--- src/rtl/rx_frame_unpack.sv ---
// Unpacks receiver frames (interleaved i/q/iq3 samples, 48-bit ticks, buffer counter) from the rx buffer.
// Optional buffer-counter continuity check enabled by defining RX_FRAME_CTR_CHECK_EN.
module rx_frame_unpack #(
    parameter int V_RX_CHANS = 4,
    parameter int PEND_W     = 4
) (
    input  logic        cpu_clk,
    input  logic        reset,
    input  logic [7:0]  nrx_samps,
    input  logic        frame_avail,
    output logic        rx_rd,
    input  logic [15:0] rx_dout,
    output logic        samp_valid,
    input  logic        samp_ready,
    output logic [3:0]  samp_chan,
    output logic [1:0]  samp_sel,
    output logic [15:0] samp_data,
    output logic [47:0] ticks,
    output logic        ticks_valid,
    output logic [15:0] buf_ctr,
    output logic        frame_done,
    output logic        busy,
    output logic        pend_ovf,
    output logic        ctr_err,
    output logic [1:0]  fsm_state
);

    // Handshake: a sample word moves on any cycle where samp_valid && samp_ready; while
    // samp_valid is high and samp_ready is low, samp_data/chan/sel are held and no read is issued.
    typedef enum logic [1:0] {IDLE, REQ, CAP, PRESENT} state_t;

    localparam logic [PEND_W-1:0] PEND_MAX  = '1;
    localparam logic [3:0]        CHAN_LAST = 4'(V_RX_CHANS - 1);

    state_t            state, state_next;
    logic [PEND_W-1:0] pend;
    logic [7:0]        n_lat, samp_idx;
    logic [3:0]        chan_idx;
    logic [1:0]        sel_idx, trail_idx;
    logic              in_trailer;
    logic [31:0]       ticks_hold;
    logic              frame_start, xfer, cap_samp, cap_trail;

    assign rx_rd      = (state == REQ);
    assign samp_valid = (state == PRESENT);
    assign busy       = (state != IDLE);
    assign fsm_state  = state;
    assign xfer       = (state == PRESENT) && samp_ready;
    assign cap_samp   = (state == CAP) && !in_trailer;
    assign cap_trail  = (state == CAP) && in_trailer;

    always_ff @(posedge cpu_clk or posedge reset) begin
        if (reset) state <= IDLE;
        else       state <= state_next;
    end

    always_comb begin
        state_next  = state;
        frame_start = 1'b0;
        case (state)
            IDLE: begin
                if (pend != '0) begin
                    state_next  = REQ;
                    frame_start = 1'b1;
                end
            end
            REQ: state_next = CAP;
            CAP: begin
                if (!in_trailer)            state_next = PRESENT;
                else if (trail_idx == 2'd3) state_next = IDLE;
                else                        state_next = REQ;
            end
            PRESENT: if (samp_ready) state_next = REQ;
            default: state_next = IDLE;
        endcase
    end

    // A frame_avail coinciding with a frame start always fits, even when the counter is full.
    always_ff @(posedge cpu_clk or posedge reset) begin
        if (reset) begin
            pend     <= '0;
            pend_ovf <= 1'b0;
        end else if (frame_avail && !frame_start) begin
            if (pend == PEND_MAX) pend_ovf <= 1'b1;
            else                  pend     <= pend + 1'b1;
        end else if (!frame_avail && frame_start) begin
            pend <= pend - 1'b1;
        end
    end

    always_ff @(posedge cpu_clk or posedge reset) begin
        if (reset) begin
            n_lat       <= '0;
            samp_idx    <= '0;
            chan_idx    <= '0;
            sel_idx     <= '0;
            trail_idx   <= '0;
            in_trailer  <= 1'b0;
            samp_data   <= '0;
            samp_chan   <= '0;
            samp_sel    <= '0;
            ticks_hold  <= '0;
            ticks       <= '0;
            ticks_valid <= 1'b0;
            buf_ctr     <= '0;
            frame_done  <= 1'b0;
        end else begin
            ticks_valid <= 1'b0;
            frame_done  <= 1'b0;
            if (frame_start) begin
                n_lat      <= nrx_samps;
                samp_idx   <= '0;
                chan_idx   <= '0;
                sel_idx    <= '0;
                trail_idx  <= '0;
                in_trailer <= (nrx_samps == 8'd0);
            end
            if (cap_samp) begin
                samp_data <= rx_dout;
                samp_chan <= chan_idx;
                samp_sel  <= sel_idx;
            end
            // sel runs fastest, then channel, then sample count
            if (xfer) begin
                if (sel_idx == 2'd2) begin
                    sel_idx <= 2'd0;
                    if (chan_idx == CHAN_LAST) begin
                        chan_idx <= '0;
                        if (samp_idx == n_lat - 8'd1) in_trailer <= 1'b1;
                        else                          samp_idx   <= samp_idx + 8'd1;
                    end else begin
                        chan_idx <= chan_idx + 4'd1;
                    end
                end else begin
                    sel_idx <= sel_idx + 2'd1;
                end
            end
            if (cap_trail) begin
                trail_idx <= trail_idx + 2'd1;
                case (trail_idx)
                    2'd0: ticks_hold[15:0]  <= rx_dout;
                    2'd1: ticks_hold[31:16] <= rx_dout;
                    2'd2: begin
                        ticks       <= {rx_dout, ticks_hold};
                        ticks_valid <= 1'b1;
                    end
                    default: begin
                        buf_ctr    <= rx_dout;
                        frame_done <= 1'b1;
                    end
                endcase
            end
        end
    end

`ifdef RX_FRAME_CTR_CHECK_EN
    logic first_frame;

    // The first counter word after reset has no predecessor and is never flagged.
    always_ff @(posedge cpu_clk or posedge reset) begin
        if (reset) begin
            first_frame <= 1'b1;
            ctr_err     <= 1'b0;
        end else if (cap_trail && trail_idx == 2'd3) begin
            first_frame <= 1'b0;
            if (!first_frame && rx_dout != buf_ctr + 16'd1) ctr_err <= 1'b1;
        end
    end
`else
    assign ctr_err = 1'b0;
`endif

endmodule

--- config.mk ---
export PLATFORM = sky130hd
export DESIGN_NAME = rx_frame_unpack
export DESIGN_NICKNAME = d
export VERILOG_FILES = /design/src/rtl/rx_frame_unpack.sv
export SDC_FILE = /design/constraint.sdc
export NUM_CORES = 1
export LEC_CHECK = 0
export CORE_ASPECT_RATIO = 0.6
export CORE_MARGIN = 2
export CORE_UTILIZATION = 36
export CTS_CLUSTER_DIAMETER = 150
export DETAILED_ROUTE_END_ITERATION = 10
export SLEW_MARGIN = 20
export SYNTH_ARGS = -nofsm -noshare
export SYNTH_HDL_FRONTEND = slang
export SYNTH_SLANG_ARGS = --single-unit
export TNS_END_PERCENT = 100
--- constraint.sdc ---
create_clock -name cpu_clk -period 13.75 [get_ports cpu_clk]
set_clock_uncertainty 0.05 [all_clocks]
set_input_delay 2.75 -clock cpu_clk [delete_from_list [all_inputs] [get_ports cpu_clk]]
set_output_delay 2.75 -clock cpu_clk [all_outputs]
set_load 0.03 [all_outputs]
-- Word-level counts from Yosys, hierarchy flattened
Index checks and enable logic that the tools add are counted.
- add/sub/neg operators: 7
- eq/ne operators: 13
- mux-type cells: 32
- bitwise operators: 1
- reduce and logical (&&, ||, !) cells: 24
- operators by type and width (cell ; number):
    2-to-1 mux 8 bit ; 5
    2-to-1 mux 4 bit ; 7
    2-to-1 mux 2 bit ; 7
    AND reduction 2 bit ; 7
    2-to-1 mux 1 bit ; 12
    == test 2 bit, second input constant ; 5
    adder 4 x 1 -> 4 bit, second input constant ; 2
    adder 8 x 1 -> 8 bit, second input constant ; 1
    == test 8 bit ; 1
    zero test 8 bit ; 1
    case mux 2 bit (4 select lines) ; 1
    nonzero test 2 bit ; 4
    subtractor 8 x 1 -> 8 bit, second input constant ; 1
    logical AND 1 bit ; 5
    adder 2 x 1 -> 2 bit, second input constant ; 2
    == test 2 x 1 -> 1 bit, second input constant ; 2
    == test 4 x 2 -> 1 bit, second input constant ; 1
    == test 4 bit, second input constant ; 1
    zero test 2 bit ; 2
    != test 2 bit, second input constant ; 2
    nonzero test 4 bit ; 1
    subtractor 4 x 1 -> 4 bit, second input constant ; 1
    zero test 1 bit ; 3
    OR reduction 3 bit ; 1
    other kinds (2) ; 2
- bits in registers: 152
- input bits: 28

-- Longest topological paths before layout
- word-level depth: 8
- depth in mapped cells: 11
- mapped depth without buffers: 10

-- Least setup slack after synthesis
No wires, ideal clock.
- path type: input to register
- from: input port frame_avail
- to: register pend[3]
- library setup time: 0.123 ns
- arrival: 3.782 ns
- data required time: 13.577 ns
- setup slack: 9.795 ns
- stages: 7
- buffers on the path: 0
- cells stage by stage: nand2_1 ha_1 a21o_1 a21oi_1 nor2_1 a21o_1 xor2_1
- longest elaborated chain between the ends: 4
- elaborated cells between the ends (all ways): 7
- RTL lines (what ; RTL line ; RTL):
    start: declaration ; 10 ; input logic frame_avail,
    zero test 1 bit ; 86 ; end else if (!frame_avail && frame_start) begin
    logical AND 1 bit ; 86 ;
    nonzero test 2 bit (no source line) ; - ;
    AND reduction 2 bit (no source line) ; - ;
    end signal: assignment ; 85 ; else pend <= pend + 1'b1;
    end signal: assignment ; 87 ; pend <= pend - 1'b1;
    end: declaration ; 36 ; logic [PEND_W-1:0] pend;
Parallel ways exist; a longest one is shown, timed or not.
A chain may end at the register's enable or synchronous reset.

-- Worst setup path in the final report
- from: register state[0], in the netlist fsm_state[0]
- to: output port busy
- longest elaborated chain between the ends: 1
- RTL lines (what ; RTL line ; RTL):
    start: declaration ; 35 ; state_t state, state_next;
    start signal: assignment ; 54 ; else state <= state_next;
    nonzero test 2 bit ; 46 ; assign busy = (state != IDLE);
    end: declaration ; 22 ; output logic busy,
No other way between the ends.

==> metrics.txt <==
status=finished clean; Starting Density=37.2%; dpl hpwl=10,200 um; worst endpoint required time=10.95 ns; pin count of the biggest net entering global routing=81; Max Cap Viol=0; Final Setup Violations=0; CTS Buf Count=17; Netlist cell types=51; Post-Layout Inst Area=8440 um2; worst min path class=reg2reg; Final min period=4.68 ns; Worst Setup SP=fsm_state[0]; yosys warns=0; via count=4,089; Fin. Hold Viols=0; worst-margin pin slew=1.07 ns; WP data arrival=1.88 ns; filler cell count=1,508; vias in the first global route=4,328; Nets=634; CP Class=reg2out; DR pass1 iterations=6; remaining antenna violation count=0; worst-case clock buffer depth=2; die area=19,000 um2; PD cells=174 nW/um2; die extent in y=108 um; Leak=3.60 nW; # DRC=0; FFs w/ async S/R, synth=100%; area of the core=17,300 um2; final count of pins violating max slew=0; Reg2Reg Launch Point=n_lat[0]; Seq/Total Area, Yosys=59.1%; GP Congestion=0.813; hold-fix buffers at CTS=0; FMAX=214 MHz; Ant. Diodes=0; DP Area=7880 um2; relative slew slack=28.8%; H-Tree Depth=4; Critical Path Source Type=flip-flop; maximum vdd drop=82.0 uV; EDFF count, synth=0; top_reg_cell synth=dfrtp_1; layout cells sized above 1=27.6%; clock sinks=152; unrepaired setup endpoints after global routing=false; first-pass GRT wire length=23,600 um; CTS tree=done; clock root buffer=clkbuf_16; gr usage total=16.3%; synthesized net count=512; Setup TNS Final=0 ns; post-CTS setup buffers=0; wire per inst=17.6 um; Die X=177 um; Clock Pin Slew Worst Setup and Hold Paths=0.06 ns; Syn Inst Count=470; CP max FO=4; initial antenna violation count=0; Area Growth Syn to Fin=31.1%; Post-Syn Area=6440 um2; Synth Register Bits=152; grt ovf=0; Avg Inst Size Synth=13.7 um2; CP endpoint kind=primary output; post-CTS sizing=0; clk_lat worst skew=0.41 ns; I/O Buffers=121; final wirelength=14,800 um; HP Start=ticks_hold[7]; Row Count=37; First DRT Iteration DRCs=225; Via density=4.87; IO Count=123; Tcrit/Tclk final=34.0%
[Yosys cell counts (5+ instances only)]
| library cell | instances | area [um2] |
|---|---|---|
| inv_1 | 16 | 60.1 |
| a21oi_1 | 6 | 30.0 |
| nor2_1 | 9 | 33.8 |
| clkbuf_1 | 15 | 56.3 |
| xnor2_1 | 5 | 43.8 |
| mux2_2 | 126 | 1420 |
| xor2_1 | 9 | 78.8 |
| mux2i_1 | 6 | 60.1 |
| nand2_1 | 26 | 97.6 |
| ha_1 | 13 | 163 |
| nand3_1 | 15 | 75.1 |
| dfrtp_1 | 152 | 3800 |
| o21ai_0 | 10 | 50.1 |
[logic make-up (layout without fill, tap and decap cells)]
kind of cell	Yosys count	in the layout	synth area share, %
flip-flops	152	152	59.1
AND/OR/NAND/NOR	77	77	6.01
multiplexers	132	132	23.0
adder cells (fa/ha/maj)	14	14	2.84
buffers and inverters	38	173	2.47
other	1	1	0.0583
XOR/XNOR	14	14	1.91
AO/OA/AOI/OAI	42	42	4.65
[critical path: stages, from the launching register on]
cell and delay (ns):
dfrtp_1 0.41, inv_1 0.10, ha_1 0.24, inv_1 0.06
clkdlybuf4s50_1 0.66
[routing by layer]
| layer | vias up | routed length (um) | global-route usage [%] |
|---|---|---|---|
| met5 | - | 0 | 0 |
| met4 | 0 | 136 | 5.49 |
| met3 | 9 | 1080 | 5.69 |
| met2 | 108 | 6220 | 22.5 |
| met1 | 2054 | 7320 | 23.7 |
| li1 | 1918 | - | - |
[path summary, 6_finish.rpt]
| kind | to | slack [ns] | depth (start not counted) |
|---|---|---|---|
| max | busy | 9.07 | 4 |
| min | ticks[7] | 0.45 | 1 |
| max reg2reg | samp_idx[3] | 11.19 | 8 |
| min reg2reg | ticks[7] | 0.45 | 1 |
| max in group asynchronous | ticks[1] | 9.43 | 3 |
| min in group asynchronous | ticks[33] | 2.78 | 2 |
[cell type report]
cell class                 count  area [um2]  area share (%)
clock inverter                14         133            1.57
sequential                   152        3800            45.1
clock buffer                  18         429            5.08
inverter                      16        65.1           0.771
multi-input combinational    280        2480            29.3
timing repair buffer         125        1240            14.7
tap                          234         293            3.47
[stage by stage]
step / cells / utilization [%] / power (mW) / setup slack (ns) / hold slack, ns
2_1_floorplan: 470 / - / 0.874 / 6.86 / 0.414
3_3_place_gp: 807 / 45.5 / 1.03 / 8.95 / 0.425
3_5_place_dp: 807 / 45.5 / 1.04 / 8.90 / 0.436
4_1_cts: 839 / 48.7 / 1.49 / 9.05 / 0.450
5_1_grt: 839 / 48.7 / 1.55 / 8.96 / 0.465
6_report: 839 / 48.7 / 1.47 / 9.07 / 0.449
[state kept, by name, indices dropped and copies added (netlist names)]
signal,cells
trail_idx,2
ticks_hold,32
sel_idx,2
buf_ctr,16
ticks,48
samp_idx,8
fsm_state,2
pend,4
samp_sel,2
in_trailer,1
ticks_valid,1
samp_data,16
n_lat,8
chan_idx,4
samp_chan,4
pend_ovf,1
frame_done,1
[report_power, final]
group / internal (mW) / leakage (nW) / switching [mW]
Sequential: 0.526 / 1.83 / 0.0649
Combinational: 0.200 / 1.51 / 0.242
Clock: 0.239 / 0.263 / 0.201
Total: 0.965 / 3.60 / 0.508
[layout by cell type (no fill, tap or decap), types with 2 or more instances in the layout]
master             n
or2_2              2
inv_1             15
clkbuf_16         17
nor3b_1            2
mux2i_1            6
nor2b_1            2
nand3_1           15
mux2_2           126
clkinvlp_4         4
a21oi_1            6
o21ai_0           10
a221oi_1           2
and3_1             4
o31ai_1            3
inv_8              3
nor4_1             3
nor2_1             9
nor3_1             3
xor2_1             9
inv_6              6
clkdlybuf4s50_1  121
a21o_1             2
xnor2_1            5
o21bai_1           2
a32oi_1            2
nand2_1           25
buf_4              4
dfrtp_1          152
o2111ai_1          2
ha_1              13
o211ai_1           2
nand2b_1           3
nand4_1            2
Power figures use the tool's default switching activity.
